<file path="src/rtl/decode_pkg.sv">
// Shared RV32I decode constants: opcodes, ALU operation and write-back select encodings.
package decode_pkg;

  localparam logic [6:0] OPC_LUI    = 7'b0110111;
  localparam logic [6:0] OPC_AUIPC  = 7'b0010111;
  localparam logic [6:0] OPC_JAL    = 7'b1101111;
  localparam logic [6:0] OPC_JALR   = 7'b1100111;
  localparam logic [6:0] OPC_BRANCH = 7'b1100011;
  localparam logic [6:0] OPC_LOAD   = 7'b0000011;
  localparam logic [6:0] OPC_STORE  = 7'b0100011;
  localparam logic [6:0] OPC_OPIMM  = 7'b0010011;
  localparam logic [6:0] OPC_OP     = 7'b0110011;
  localparam logic [6:0] OPC_FENCE  = 7'b0001111;
  localparam logic [6:0] OPC_SYSTEM = 7'b1110011;

  localparam logic [31:0] NOP_ENC = 32'h0000_0013;

  typedef enum logic [3:0] {
    ALU_ADD   = 4'd0,
    ALU_SUB   = 4'd1,
    ALU_SLL   = 4'd2,
    ALU_SLT   = 4'd3,
    ALU_SLTU  = 4'd4,
    ALU_XOR   = 4'd5,
    ALU_SRL   = 4'd6,
    ALU_SRA   = 4'd7,
    ALU_OR    = 4'd8,
    ALU_AND   = 4'd9,
    ALU_PASSB = 4'd10
  } alu_op_e;

  typedef enum logic [1:0] {
    WB_ALU = 2'd0,
    WB_MEM = 2'd1,
    WB_PC4 = 2'd2
  } wb_sel_e;

  // alt selects SUB/SRA; callers pass 0 where funct7[5] has no meaning.
  function automatic alu_op_e alu_from_funct(input logic [2:0] f3, input logic alt);
    case (f3)
      3'b000:  return alt ? ALU_SUB : ALU_ADD;
      3'b001:  return ALU_SLL;
      3'b010:  return ALU_SLT;
      3'b011:  return ALU_SLTU;
      3'b100:  return ALU_XOR;
      3'b101:  return alt ? ALU_SRA : ALU_SRL;
      3'b110:  return ALU_OR;
      default: return ALU_AND;
    endcase
  endfunction

endpackage

</file>
<file path="src/rtl/decode_reg_file.sv">
// 32x32 register file, two read ports, one write port, write-to-read bypass, x0 hardwired to 0.
module decode_reg_file
  import decode_pkg::*;
(
  input  logic        clk,
  input  logic        rst_n,
  input  logic [4:0]  i_rs1,
  input  logic [4:0]  i_rs2,
  input  logic        i_we,
  input  logic [4:0]  i_rd,
  input  logic [31:0] i_wdata,
  output logic [31:0] o_rs1_data,
  output logic [31:0] o_rs2_data
);

  logic [31:0] r_regs [0:31];

  always_ff @(posedge clk or negedge rst_n) begin
    if (!rst_n) begin
      for (int i = 0; i < 32; i++) r_regs[i] <= '0;
    end else if (i_we && (i_rd != 5'd0)) begin
      r_regs[i_rd] <= i_wdata;
    end
  end

  always_comb begin
    o_rs1_data = '0;
    o_rs2_data = '0;
    if (i_rs1 != 5'd0) o_rs1_data = (i_we && (i_rd == i_rs1)) ? i_wdata : r_regs[i_rs1];
    if (i_rs2 != 5'd0) o_rs2_data = (i_we && (i_rd == i_rs2)) ? i_wdata : r_regs[i_rs2];
  end

endmodule

</file>
<file path="src/rtl/decode.sv">
// RV32I decode stage: IF/ID register, register file, immediate generation, control decode
// and branch/jump resolution with redirect back to fetch.
module decode
  import decode_pkg::*;
#(
  parameter logic [31:0] NOP_INSTR = NOP_ENC,
  parameter logic [31:0] RESET_PC  = 32'h0
) (
  input  logic        clk,
  input  logic        rst_n,
  input  logic [31:0] instruction_f,
  input  logic [31:0] pc_f,
  input  logic        mem_valid_f,
  input  logic        stall_d,
  input  logic        flush_d,
  input  logic        wb_we,
  input  logic [4:0]  wb_rd,
  input  logic [31:0] wb_data,
  output logic        branch_d,
  output logic [31:0] branch_next_addr_d,
  output logic        valid_d,
  output logic [31:0] pc_d,
  output logic [4:0]  rs1_d,
  output logic [4:0]  rs2_d,
  output logic [4:0]  rd_d,
  output logic [31:0] rs1_data_d,
  output logic [31:0] rs2_data_d,
  output logic [31:0] imm_d,
  output logic [3:0]  alu_op_d,
  output logic        alu_src_a_pc_d,
  output logic        alu_src_b_imm_d,
  output logic        mem_read_d,
  output logic        mem_write_d,
  output logic [2:0]  funct3_d,
  output logic [1:0]  wb_sel_d,
  output logic        reg_write_d,
  output logic        illegal_d
);

  logic [31:0] r_instr;
  logic [31:0] r_pc;
  logic        r_valid;

  logic [6:0]  w_opc;
  logic [2:0]  w_f3;
  logic [6:0]  w_f7;
  logic [31:0] w_imm_i, w_imm_s, w_imm_b, w_imm_u, w_imm_j;
  logic [31:0] w_imm;
  alu_op_e     w_alu_op;
  wb_sel_e     w_wb_sel;
  logic        w_src_a_pc, w_src_b_imm, w_mem_read, w_mem_write, w_reg_write;
  logic        w_legal, w_jal, w_jalr, w_bxx, w_taken, w_ok, w_branch;

  // IF/ID register: a taken redirect squashes the sequential instruction behind it.
  always_ff @(posedge clk or negedge rst_n) begin
    if (!rst_n) begin
      r_instr <= NOP_INSTR;
      r_pc    <= RESET_PC;
      r_valid <= 1'b0;
    end else if (flush_d) begin
      r_instr <= NOP_INSTR;
      r_pc    <= RESET_PC;
      r_valid <= 1'b0;
    end else if (!stall_d) begin
      if (w_branch || !mem_valid_f) begin
        r_instr <= NOP_INSTR;
        r_pc    <= RESET_PC;
        r_valid <= 1'b0;
      end else begin
        r_instr <= instruction_f;
        r_pc    <= pc_f;
        r_valid <= 1'b1;
      end
    end
  end

  assign w_opc = r_instr[6:0];
  assign w_f3  = r_instr[14:12];
  assign w_f7  = r_instr[31:25];
  assign rs1_d = r_instr[19:15];
  assign rs2_d = r_instr[24:20];

  assign w_imm_i = {{20{r_instr[31]}}, r_instr[31:20]};
  assign w_imm_s = {{20{r_instr[31]}}, r_instr[31:25], r_instr[11:7]};
  assign w_imm_b = {{19{r_instr[31]}}, r_instr[31], r_instr[7], r_instr[30:25], r_instr[11:8], 1'b0};
  assign w_imm_u = {r_instr[31:12], 12'b0};
  assign w_imm_j = {{11{r_instr[31]}}, r_instr[31], r_instr[19:12], r_instr[20], r_instr[30:21], 1'b0};

  decode_reg_file u_reg_file (
    .clk        (clk),
    .rst_n      (rst_n),
    .i_rs1      (rs1_d),
    .i_rs2      (rs2_d),
    .i_we       (wb_we),
    .i_rd       (wb_rd),
    .i_wdata    (wb_data),
    .o_rs1_data (rs1_data_d),
    .o_rs2_data (rs2_data_d)
  );

  always_comb begin
    w_imm       = '0;
    w_alu_op    = ALU_ADD;
    w_wb_sel    = WB_ALU;
    w_src_a_pc  = 1'b0;
    w_src_b_imm = 1'b0;
    w_mem_read  = 1'b0;
    w_mem_write = 1'b0;
    w_reg_write = 1'b0;
    w_legal     = 1'b1;
    w_jal       = 1'b0;
    w_jalr      = 1'b0;
    w_bxx       = 1'b0;
    case (w_opc)
      OPC_LUI: begin
        w_imm = w_imm_u; w_alu_op = ALU_PASSB; w_src_b_imm = 1'b1; w_reg_write = 1'b1;
      end
      OPC_AUIPC: begin
        w_imm = w_imm_u; w_src_a_pc = 1'b1; w_src_b_imm = 1'b1; w_reg_write = 1'b1;
      end
      OPC_JAL: begin
        w_imm = w_imm_j; w_jal = 1'b1; w_wb_sel = WB_PC4; w_reg_write = 1'b1;
      end
      OPC_JALR: begin
        w_imm = w_imm_i; w_legal = (w_f3 == 3'b000); w_jalr = 1'b1;
        w_wb_sel = WB_PC4; w_src_b_imm = 1'b1; w_reg_write = 1'b1;
      end
      OPC_BRANCH: begin
        w_imm = w_imm_b; w_bxx = 1'b1; w_alu_op = ALU_SUB;
        w_legal = (w_f3 != 3'b010) && (w_f3 != 3'b011);
      end
      OPC_LOAD: begin
        w_imm = w_imm_i; w_mem_read = 1'b1; w_wb_sel = WB_MEM; w_src_b_imm = 1'b1; w_reg_write = 1'b1;
        w_legal = (w_f3 != 3'b011) && (w_f3 != 3'b110) && (w_f3 != 3'b111);
      end
      OPC_STORE: begin
        w_imm = w_imm_s; w_mem_write = 1'b1; w_src_b_imm = 1'b1;
        w_legal = (w_f3 < 3'b011);
      end
      OPC_OPIMM: begin
        w_imm = w_imm_i; w_src_b_imm = 1'b1; w_reg_write = 1'b1;
        w_alu_op = alu_from_funct(w_f3, (w_f3 == 3'b101) && w_f7[5]);
        if (w_f3 == 3'b001) w_legal = (w_f7 == 7'b0000000);
        if (w_f3 == 3'b101) w_legal = (w_f7 == 7'b0000000) || (w_f7 == 7'b0100000);
      end
      OPC_OP: begin
        w_reg_write = 1'b1;
        w_alu_op = alu_from_funct(w_f3, w_f7[5]);
        w_legal = (w_f7 == 7'b0000000) ||
                  ((w_f7 == 7'b0100000) && ((w_f3 == 3'b000) || (w_f3 == 3'b101)));
      end
      OPC_FENCE, OPC_SYSTEM: ;
      default: w_legal = 1'b0;
    endcase
  end

  always_comb begin
    case (w_f3)
      3'b000:  w_taken = (rs1_data_d == rs2_data_d);
      3'b001:  w_taken = (rs1_data_d != rs2_data_d);
      3'b100:  w_taken = ($signed(rs1_data_d) <  $signed(rs2_data_d));
      3'b101:  w_taken = ($signed(rs1_data_d) >= $signed(rs2_data_d));
      3'b110:  w_taken = (rs1_data_d <  rs2_data_d);
      3'b111:  w_taken = (rs1_data_d >= rs2_data_d);
      default: w_taken = 1'b0;
    endcase
  end

  // Illegal encodings are decoded but never allowed to write, access memory or redirect.
  assign w_ok     = r_valid && w_legal;
  assign w_branch = w_ok && !stall_d && !flush_d && (w_jal || w_jalr || (w_bxx && w_taken));

  assign branch_d           = w_branch;
  assign branch_next_addr_d = w_jalr ? ((rs1_data_d + w_imm) & ~32'd1) : (r_pc + w_imm);
  assign valid_d            = r_valid;
  assign pc_d               = r_pc;
  assign imm_d              = w_imm;
  assign alu_op_d           = w_alu_op;
  assign alu_src_a_pc_d     = w_src_a_pc;
  assign alu_src_b_imm_d    = w_src_b_imm;
  assign funct3_d           = w_f3;
  assign wb_sel_d           = w_wb_sel;
  assign reg_write_d        = w_ok && w_reg_write;
  assign mem_read_d         = w_ok && w_mem_read;
  assign mem_write_d        = w_ok && w_mem_write;
  assign illegal_d          = r_valid && !w_legal;
  assign rd_d               = reg_write_d ? r_instr[11:7] : 5'd0;

endmodule

</file>
<file path="config.mk">
export PLATFORM = sky130hd
export DESIGN_NAME = decode
export DESIGN_NICKNAME = d
export VERILOG_FILES = /design/src/rtl/decode_pkg.sv /design/src/rtl/decode_reg_file.sv /design/src/rtl/decode.sv
export SDC_FILE = /design/constraint.sdc
export NUM_CORES = 2
export LEC_CHECK = 0
export BUFFER_PORTS_ARGS = -buffer_cell sky130_fd_sc_hd__buf_2
export CORE_MARGIN = 4
export CORE_UTILIZATION = 55
export DETAILED_ROUTE_END_ITERATION = 8
export PLACE_DENSITY_LB_ADDON = 0.2
export SLEW_MARGIN = 20
export SYNTH_ARGS = -nofsm -noshare
export SYNTH_HDL_FRONTEND = slang
export SYNTH_SLANG_ARGS = --single-unit
</file>
<file path="constraint.sdc">
create_clock -name clk -period 9.2 [get_ports clk]
set_input_delay 1.38 -clock clk [delete_from_list [all_inputs] [get_ports clk]]
set_output_delay 1.38 -clock clk [all_outputs]
set_load 0.01 [all_outputs]
</file>
==> metrics.txt <==
DRT Wirelength=194 mm; Max Cap Viol=0; GRT met2 Usage=0.503; Clock Path Buffers=3; Clock Skew=43.1 ps; vias=41.8k; IO Port Bufs=298; PwrDens=203 nW/µm²; Initial Util=0.554; CP Max Fanout=24; core footprint=113,000 µm²; drt pass-1 iters=5; Mapped Cells=4,359; Site Rows=123; Post-synth ARST share=1.00; initial antenna violation count=8; CTS Hold Buffers Added=0; share of layout cells above drive strength 1=0.512; Distinct cells, synth=80; Tightest Pin Transition=1080 ps; cts repair resizes=0; top cells by area, synth=dfrtp_1, mux4_2, mux2_2, clkbuf_1, ha_1; Lkg Pwr=30.6 nW; CTS sink cnt=1,089; drt initial violations=4,087; clock-pin transition on the worst setup and hold timing paths=60 ps; crit path time final=8460 ps; period utilization=0.919; met1 GRT Util=0.461; Final nets=4,626; Chip Width=345 µm; fin area=69,400 µm²; Avg Inst Size Synth=14.3 µm²; Hold Violations, Final=0; htree depth=3; RSZ-0062 raised after global routing=false; CP Class=reg -> out; Seq cells post-synth=1,089; Worst Path Arrival=7080 ps; gr usage total=0.327; Die Ht=345 µm; Final TNS setup=0 ps; post-synthesis cell area=62,500 µm²; dpl cell area=65,300 µm²; synthesized net count=4,559; Slew HR=0.275; worst skew pair latency=750 ps; Die Area=119,000 µm²; area added between synthesis and finish=11.2%; commonest cells after routing, fill and taps aside=dfrtp_1, mux2_2, mux4_2; Req. time, crit path=7820 ps; CTS tree=built; Finish-stage setup viols=0; first-pass GRT wire length=286 mm; met3 usage=0.0767; detailed-route DRC error count=0; placer congestion estimate=0.941; placed wire-length estimate=118 mm; Hold WC Path Type=reg -> reg; most common cell after layout, fill and taps aside=dfrtp_1; Worst Setup End Kind=output port; Top FF cell, synth=dfrtp_1; Boundary Pins=299; Post-synth EDFFs=0; Post-CTS Setup Repair Bufs=0; Wirelength per Cell=32.2 µm; busiest grt layer=met2; CTS root buffer=clkbuf_16; status=completed; Max rail drop VDD=180 µV; antenna-violating nets left=0; cell taking the most area after synthesis=dfrtp_1; Final Max Slew Viols=0; Worst Setup Start Kind=flip-flop; number of buffers created by CTS=118; drt via density=6.94; total power=14.1 mW; post-synth top area share=0.435; fmax=0.118 GHz; Ys Warns=0; total grt overflow=0; Seq/Total Area, Yosys=0.436; largest net degree at the start of global routing=151; vias in the first global route=41.7k
-- flip-flops by register name (all words and copies together) (netlist names) --
signal / count
valid_d: 1
u_reg_file.r_regs: 1024
pc_d: 32
r_instr: 32
-- power by group --
part           switching (mW)  internal (mW)  total, mW  leakage [nW]
clock network            2.07           2.98       5.05          2.03
logic                    1.09           1.62       2.71          14.6
registers               0.674           5.66       6.33          14.0
-- worst paths after layout --
check	depth (start not counted)	endpoint	slack [ps]	start
worst min register to register	0	u_reg_file.r_regs[1017]	390	u_reg_file.r_regs[1017]
worst max-delay path	18	branch_next_addr_d[30]	740	r_instr[15]
min in group asynchronous	1	u_reg_file.r_regs[171]	710	rst_n
max in group asynchronous	3	u_reg_file.r_regs[460]	6530	rst_n
worst min-delay path	0	u_reg_file.r_regs[1017]	390	u_reg_file.r_regs[1017]
worst max register to register	19	pc_d[15]	2360	r_instr[16]
-- through the flow --
stage	hold WS, ps	setup slack [ps]	instances	util
after global placement	377	799	5806	0.579
after floorplan	441	1840	4359	-
final	391	741	6021	0.616
after CTS	397	699	6018	0.616
after detailed placement	383	965	5806	0.580
after global routing	406	386	6019	0.616
-- metal layers --
layer | share of wire | wire, µm
met5 | 0.00016 | 31
met4 | 0.042 | 8100
met3 | 0.095 | 18400
met2 | 0.46 | 88800
met1 | 0.41 | 78700
-- worst max-delay path, stage by stage, from the launching register on --
cell      delay (ps)
dfrtp_4          790
buf_4            480
mux4_2           560
mux4_2           520
mux2i_1          530
a211oi_1         340
ha_1             490
a21o_1           220
a21o_1           190
a221o_1          350
a21o_1           170
a21o_1           170
a41oi_1          360
o31ai_1          230
a311oi_1         360
xnor2_1          160
nor2_1            70
a21oi_1          150
buf_2            150
-- synth_stat cells (all sizes together) (4+ instances only) --
master and count:
a211oi 60, a21boi 6, a21o 75, a21oi 89, a22o 64, a22oi 7
a311oi 6, a31o 5, a31oi 9, and2 14, and3 12, buf 134
clkbuf 323, dfrtp 1086, ha 91, inv 65, mux2 993, mux2i 87
mux4 616, nand2 109, nand2b 9, nand3 18, nand3b 5, nand4 12
nor2 112, nor2b 42, nor3 15, nor3b 7, nor4 9, o211ai 5
o21a 10, o21ai 88, o21bai 6, o31ai 7, or2 37, or3 11
or4 4, xnor2 36, xor2 28
-- cell families (layout without fill, tap and decap cells) --
group / Yosys count / count (layout) / synth area share
xor gates and xnor gates: 64 / 64 / 0.00897
muxes: 1696 / 1696 / 0.415
buffers and inverters: 522 / 681 / 0.0341
DFF: 1089 / 1089 / 0.436
and+or+nand+nor: 426 / 426 / 0.0348
other: 0 / 3 / 0
adders and majority gates: 94 / 94 / 0.0191
AOI/OAI and AO/OA: 468 / 468 / 0.0517
-- area by class of cell --
cell class / instances / area (µm²)
inverter: 65 / 244
tap: 1500 / 1880
fill: 8509 / 43200
antenna: 3 / 7.51
sequential: 1089 / 27300
timing repair buffer: 404 / 2520
multi-input combinational: 2748 / 33400
clock buffer: 168 / 3460
clock inverter: 44 / 679
No activity file was read; power rests on OpenSTA's default activity.
